### src/rtl/dmem_arbiter.sv
// dmem_arbiter: round-robin arbiter that shares one single-port data memory
// between the main core (port A) and the io/monitor core (port B). Read data
// is tagged back to the issuing port. A saturating counter records cycles
// in which both ports competed.
module dmem_arbiter #(
  parameter int AW = 8,
  parameter int DW = 8,
  parameter int CW = 16
) (
  input  logic          clk,
  input  logic          reset_n,
  input  logic          a_req,
  input  logic          a_we,
  input  logic [AW-1:0] a_addr,
  input  logic [DW-1:0] a_wdata,
  output logic          a_gnt,
  output logic          a_rvalid,
  output logic [DW-1:0] a_rdata,
  input  logic          b_req,
  input  logic          b_we,
  input  logic [AW-1:0] b_addr,
  input  logic [DW-1:0] b_wdata,
  output logic          b_gnt,
  output logic          b_rvalid,
  output logic [DW-1:0] b_rdata,
  input  logic          a_block,
  output logic          mem_en,
  output logic          mem_we,
  output logic [AW-1:0] mem_addr,
  output logic [DW-1:0] mem_wdata,
  input  logic [DW-1:0] mem_rdata,
  output logic [CW-1:0] conflicts,
  input  logic          clr_conflicts
);

  localparam logic [CW-1:0] CNT_MAX = {CW{1'b1}};
  localparam logic [CW-1:0] CNT_ONE = CW'(1);

  logic          ra;
  logic          rb;
  logic          grant_a;
  logic          grant_b;
  logic          last_reg;      // port granted most recently: 0 = A, 1 = B
  logic          rd_a_reg;
  logic          rd_b_reg;
  logic [CW-1:0] conflicts_reg;

  // Effective requests and round-robin grant; reset forces every grant low
  // so the memory is never strobed while reset_n is asserted.
  always_comb begin
    ra      = a_req & ~a_block;
    rb      = b_req;
    grant_a = reset_n & ra & (~rb | last_reg);
    grant_b = reset_n & rb & (~ra | ~last_reg);
  end

  assign a_gnt = grant_a;
  assign b_gnt = grant_b;

  // Memory request mux: the granted port drives the memory, idle drives zeros.
  always_comb begin
    mem_en    = 1'b0;
    mem_we    = 1'b0;
    mem_addr  = '0;
    mem_wdata = '0;
    if (grant_a) begin
      mem_en    = 1'b1;
      mem_we    = a_we;
      mem_addr  = a_addr;
      mem_wdata = a_wdata;
    end else if (grant_b) begin
      mem_en    = 1'b1;
      mem_we    = b_we;
      mem_addr  = b_addr;
      mem_wdata = b_wdata;
    end
  end

  // Round-robin state: remember which port was granted last.
  always_ff @(posedge clk or negedge reset_n) begin
    if (!reset_n) begin
      last_reg <= 1'b1;
    end else if (grant_a) begin
      last_reg <= 1'b0;
    end else if (grant_b) begin
      last_reg <= 1'b1;
    end
  end

  // Read tag pipe: marks which port owns the memory data next cycle.
  always_ff @(posedge clk or negedge reset_n) begin
    if (!reset_n) begin
      rd_a_reg <= 1'b0;
      rd_b_reg <= 1'b0;
    end else begin
      rd_a_reg <= grant_a & ~a_we;
      rd_b_reg <= grant_b & ~b_we;
    end
  end

  assign a_rvalid = rd_a_reg;
  assign b_rvalid = rd_b_reg;
  assign a_rdata  = rd_a_reg ? mem_rdata : '0;
  assign b_rdata  = rd_b_reg ? mem_rdata : '0;

  // Saturating conflict counter; a clear wins over a same-cycle conflict.
  always_ff @(posedge clk or negedge reset_n) begin
    if (!reset_n) begin
      conflicts_reg <= '0;
    end else if (clr_conflicts) begin
      conflicts_reg <= '0;
    end else if (ra && rb && (conflicts_reg != CNT_MAX)) begin
      conflicts_reg <= conflicts_reg + CNT_ONE;
    end
  end

  assign conflicts = conflicts_reg;

endmodule

### config.mk
export PLATFORM = sky130hd
export DESIGN_NAME = dmem_arbiter
export DESIGN_NICKNAME = d
export VERILOG_FILES = /design/src/rtl/dmem_arbiter.sv
export SDC_FILE = /design/constraint.sdc
export NUM_CORES = 1
export LEC_CHECK = 0
export CELL_PAD_IN_SITES_DETAIL_PLACEMENT = 1
export CELL_PAD_IN_SITES_GLOBAL_PLACEMENT = 1
export CORE_MARGIN = 2
export CORE_UTILIZATION = 25
export CTS_BUF_LIST = sky130_fd_sc_hd__clkbuf_4 sky130_fd_sc_hd__clkbuf_8
export CTS_CLUSTER_DIAMETER = 100
export DETAILED_ROUTE_END_ITERATION = 16
export PLACE_DENSITY = 0.91
export SETUP_SLACK_MARGIN = 0.15
export SYNTH_ARGS = -nofsm -noshare
export SYNTH_HDL_FRONTEND = slang
export SYNTH_SLANG_ARGS = --single-unit
### constraint.sdc
create_clock -name clk -period 4.9 [get_ports clk]
set_clock_uncertainty 0.2 [all_clocks]
set_input_delay 0.735 -clock clk [delete_from_list [all_inputs] [get_ports clk]]
set_output_delay 0.735 -clock clk [all_outputs]
set_load 0.01 [all_outputs]
Word level (Yosys, flattened, before mapping)
Index checks and enable logic that the tools add are counted.

operators by class
  add/subtract/negate cells = 1
  equal/unequal tests = 1
  mux-type cells = 14
  bitwise gates (word level) = 15
  reduce and logical (&&, ||, !) cells = 4

operators with widths
  kind                                                              count
  8-bit two-way mux                                                 6
  16-bit two-way mux                                                2
  16-bit by 1-bit adder with 16-bit output (second input constant)  1
  16-bit != test (second input constant)                            1
  1-bit bitwise AND                                                 7
  1-bit two-way mux                                                 6
  1-bit NOT                                                         6
  2-bit nonzero test                                                2
  1-bit logical AND                                                 2
  1-bit bitwise OR                                                  2

word-level totals
  register bits after elaboration = 19
  bits of input ports = 48
  output and inout port bits = 54
  word-level logic and storage cells = 39

Depth between registers and ports, before layout
  word-level depth = 7
  gate-level depth with buffers = 6
  mapped depth without buffers = 5

Least setup slack after synthesis
No wires, ideal clock.

  path kind = input to output
  start point = in a_block
  end point = out mem_addr[6]
  arrival time = 1,801 ps
  setup slack = 2,164 ps
  stages on the path = 4
  path buffers = 1
  cells stage by stage = nand3b_1 -> a21oi_2 -> clkbuf_1 -> a22o_1

RTL lines
  element                          line  RTL
  from (decl)                      26    input logic a_block,
  1-bit NOT                        51    ra = a_req & ~a_block;
  1-bit bitwise AND                51
  1-bit bitwise AND (2 in series)  53    grant_a = reset_n & ra & (~rb | last_reg);
  net a_gnt                        16    output logic a_gnt,
  8-bit two-way mux                66    if (grant_a) begin
  to (decl)                        29    output logic [AW-1:0] mem_addr,

The timed path passes the listed nets, and every way through them passes these cells.

Worst setup path in the final report
  start point = in reset_n
  end point = out mem_we

on the way
  longest elaborated chain between the ends = 4

RTL lines
  element                          line  RTL
  from (decl)                      11    input logic reset_n,
  1-bit bitwise AND (2 in series)  54    grant_b = reset_n & rb & (~ra | ~last_reg);
  1-bit two-way mux                71    end else if (grant_b) begin
  1-bit two-way mux (*)            66
  to (decl)                        28    output logic mem_we,

Every way passes the cells marked *; elsewhere a longest branch is shown, timed or not.

==> impl.org <==
** Critical path
- Cell depth of the worst setup path :: 6
- The slowest stage of the critical path belongs to the cell sky130_fd_sc_hd__a21oi_2.
- Slowest cell delay on critical path :: 620 ps
- Top cell family by delay on the critical path :: buffers and inverters
- Sort of element at the end of the critical path :: output pin
- Data arrives at the worst endpoint at 2850 ps.
- STA puts the critical path data required time at 3960 ps.
- Reg-to-reg critical path endpoint :: conflicts[2]
- Walking the worst path, the cells encountered are clkdlybuf4s50_1 > nand3b_1 > a21oi_2 > mux2i_1 > nor2b_1 > clkdlybuf4s50_1.
- The critical path contains buffers and inverters numbering 2 combined.
- The most critical setup path has its endpoint at mem_we.
- Along the worst path, the maximum fanout reaches 19.
- Across all register-to-register paths, the minimum setup slack is 2620 ps.
- Critical path origin :: reset_n
- In this design, the critical path's most frequently occurring cell is sky130_fd_sc_hd__clkdlybuf4s50_1.
- FF-to-FF Start :: conflicts[0]
- Worst Path Class, Setup :: primary input to output pin
- Worst Setup Start Kind :: primary input
- Worst reg-to-reg path cell count :: 6

** Run
- Max-capacitance violation count :: 0

** Detailed routing
- Routed wire per std cell :: 15.8 um
- Pre-antenna DRT Iters :: 4
- Count of antenna-violating nets left after detailed routing :: 0
- Across all layers, the routed design uses 1,609 vias.
- The first routing iteration left 94 violations.
- Number of DRC violations after detailed routing :: 0
- Final routed wirelength across all metal layers :: 5060 um
- Number of vias per cell :: 5.03

** Die
- Pin placement for this block handled 102 I/O pins.
- For this configuration, the core starts out at a cell density of 0.262.
- From left edge to right edge, the die measures 77.4 um.
- The initialized floorplan defines 26 standard-cell rows.
- In this run the standard cell core region covers 5140 um^2.
- The floorplan step defined a die boundary enclosing 5990 um^2.
- Die boundary height :: 77.4 um

** Min path
- Min-delay worst type :: register to register

** Synth
- Post-synthesis register bit count :: 19
- Yosys mapped a number of flops with a built-in enable equal to 0.
- Distinct cell type count of the synthesized netlist :: 38
- The number of nets in the synthesized netlist is 198.
- Area of the mapped netlist :: 1350 um^2
- Seq/Total Area, Yosys :: 0.354
- The biggest area contributor in the post-synthesis netlist is sky130_fd_sc_hd__dfrtp_1.
- The share of synthesized area in the top cell type comes to 0.334.
- Syn. warnings :: 0
- Synthesis produced 149 cells.
- Dominant cells by area after synthesis :: sky130_fd_sc_hd__dfrtp_1 33%, sky130_fd_sc_hd__a22o_1 10%, sky130_fd_sc_hd__and2_1 7.9%, sky130_fd_sc_hd__a21oi_1 4.1%, sky130_fd_sc_hd__nor2b_1 2.8%
- Predominant post-synthesis flop cell :: sky130_fd_sc_hd__dfrtp_1
- Syn avg cell area :: 9.04 um^2
- Share of synthesized registers carrying an async set or reset :: 1.00

** Timing
- Clock period minus final worst setup slack :: 3790 ps
- Relative slew margins :: 0.451
- Maximum clock frequency :: 264 MHz
- At the pin with the least slew margin, the transition time is 817 ps.
- Fraction of the cycle the final worst path needs :: 0.773
- Final setup violation count :: 0
- Setup repair after global routing left no endpoint under its margin.
- Slew Viols, Final :: 0
- Post-route setup TNS :: 0 ps
- Final number of hold-violating endpoints :: 0

** Final layout
- Number of filler cells placed in the layout :: 611
- Max FFs per register :: 16
- Share of the core filled with cells :: 0.484
- Final #Nets :: 300
- Area added between synthesis and finish :: 84.6%
- Multi-input logic area :: 826 um^2
- Seq. cell area :: 477 um^2
- Ant. Diodes :: 0
- Of the cells placed in the final design, the portion with a size suffix greater than 1 is 0.0800.

** Power and ir drop
- Power comes to 396 uW.
- In this run the static leakage power is 0.955 nW.
- Peak ir drop on the vdd network :: 0.0868 mV
- Dividing total power by cell area gives a power density of 159 nW/um^2.

** Placed design
- At the end of routability-driven placement, the weighted congestion stood at 0.790.
- Port buffering added 101 buffers.
- Sum of net half-perimeters after detailed placement :: 4060 um

** CTS
- The longest clock path from root to sink contains 2 buffers.
- TritonCTS buffer count :: 3
- Count of cells resized by post-cts repair :: 0
- TritonCTS built the clock tree.
- H-tree levels :: 1
- # Post-CTS Setup Buffers :: 0
- Clock root buffer :: sky130_fd_sc_hd__clkbuf_8
- Sink Count :: 19
- After clock tree synthesis, the flow added hold-fix buffers numbering 0.
- After clock tree synthesis, the clock-pin slew on the worst setup and hold paths is 70 ps.
- The clock reaches the later pin of the worst-skew pair after 250 ps.

** Global route
- Maximum number of pins on one net before global-route repair :: 22
- Gr ovfl total :: 0
- The via count of the first global-routing pass was 1,716.
- For this run, the total global-route usage over all layers was measured as 0.171.
- The first global-routing pass estimated 8380 um of wire.
- Number of antenna violations at the first check in global routing :: 0

** Status
- The flow ran to the end, and the final reports show no timing, DRC or antenna violations.
[worst min path at each step]
| stage | startpoint | end | slack (ps) | cells past startpoint |
|---|---|---|---|---|
| final | last_reg | last_reg | 300 | 2 |
| after global routing | last_reg | last_reg | 330 | 2 |
| after CTS | last_reg | last_reg | 300 | 2 |
| after detailed placement | last_reg | last_reg | 290 | 2 |
| after global placement | last_reg | last_reg | 300 | 2 |
| after floorplan | reset_n | a_rvalid | 240 | 0 |
[cell usage after synthesis (4+ instances only)]
cell type / instances
sky130_fd_sc_hd__dfrtp_1: 18
sky130_fd_sc_hd__and2_1: 17
sky130_fd_sc_hd__a22o_1: 16
sky130_fd_sc_hd__a21oi_1: 11
sky130_fd_sc_hd__nand2_1: 9
sky130_fd_sc_hd__o21ai_0: 7
sky130_fd_sc_hd__nor2b_1: 6
sky130_fd_sc_hd__or3_1: 5
sky130_fd_sc_hd__inv_1: 4
sky130_fd_sc_hd__nand3_1: 4
sky130_fd_sc_hd__o31ai_1: 4
sky130_fd_sc_hd__or4_1: 4
[where the power goes]
part,switching (mW),internal (mW)
Sequential,0.00400,0.162
Combinational,0.0422,0.0712
Clock,0.0534,0.0633
[metrics by stage]
stage / hold WS (ps) / worst slack (ps) / instances / cell area, um^2
floorplan: 239 / 2160 / 149 / 1350
global placement: 296 / 1110 / 316 / 2440
detailed placement: 294 / 1070 / 316 / 2440
CTS: 305 / 1070 / 320 / 2490
global route: 331 / 913 / 320 / 2490
finish: 303 / 1110 / 320 / 2490
[final cells by class]
type | count | share of cell area
Multi-Input combinational cell | 119 | 0.332
Timing Repair Buffer | 104 | 0.415
Tap cell | 70 | 0.0352
Inverter | 4 | 0.00604
Clock buffer | 4 | 0.0196
Sequential cell | 19 | 0.192
[worst register-to-register path: cells and delay by family (launching register included)]
family          cells  cell delay [ps]
simple gates        2              760
flops               1              400
fa+ha+maj           1              290
buf+inv             1              290
compound gates      2              250
[cell usage in the layout, fill, tap and decap left out, drive strengths merged]
cell,Yosys,layout
a22o,16,16
dfrtp,18,18
o311ai,3,3
or3,5,5
buf,4,3
or2,3,3
a21oi,12,12
o21ai,7,7
nor4,3,3
nand4,6,6
and3,1,1
o31ai,4,4
and3b,1,1
o21a,1,1
nor3,3,3
and2,18,18
nand3b,2,2
a21o,1,1
clkdlybuf4s50,0,101
nand3,4,4
or4,4,4
nor2b,6,6
clkbuf,3,4
mux2,2,2
nand2,9,9
dfstp,1,1
inv,4,4
a41oi,1,1
nor2,2,2
o41ai,3,3
mux2i,1,1
ha,1,1
[routing by layer]
metal,vias up,part of all wire,track usage
met5,-,0,0
met4,0,0.011,0.0321
met3,4,0.063,0.0442
met2,66,0.53,0.317
met1,770,0.40,0.199
li1,769,-,-
[logic make-up after synthesis]
logic type               synth area share
AO/OA/AOI/OAI                       0.256
flip-flops                          0.354
adder cells (fa/ha/maj)           0.00928
buffers and inverters              0.0381
multiplexers                       0.0241
AND/OR/NAND/NOR                     0.318
(Power assumes the default switching activity.)
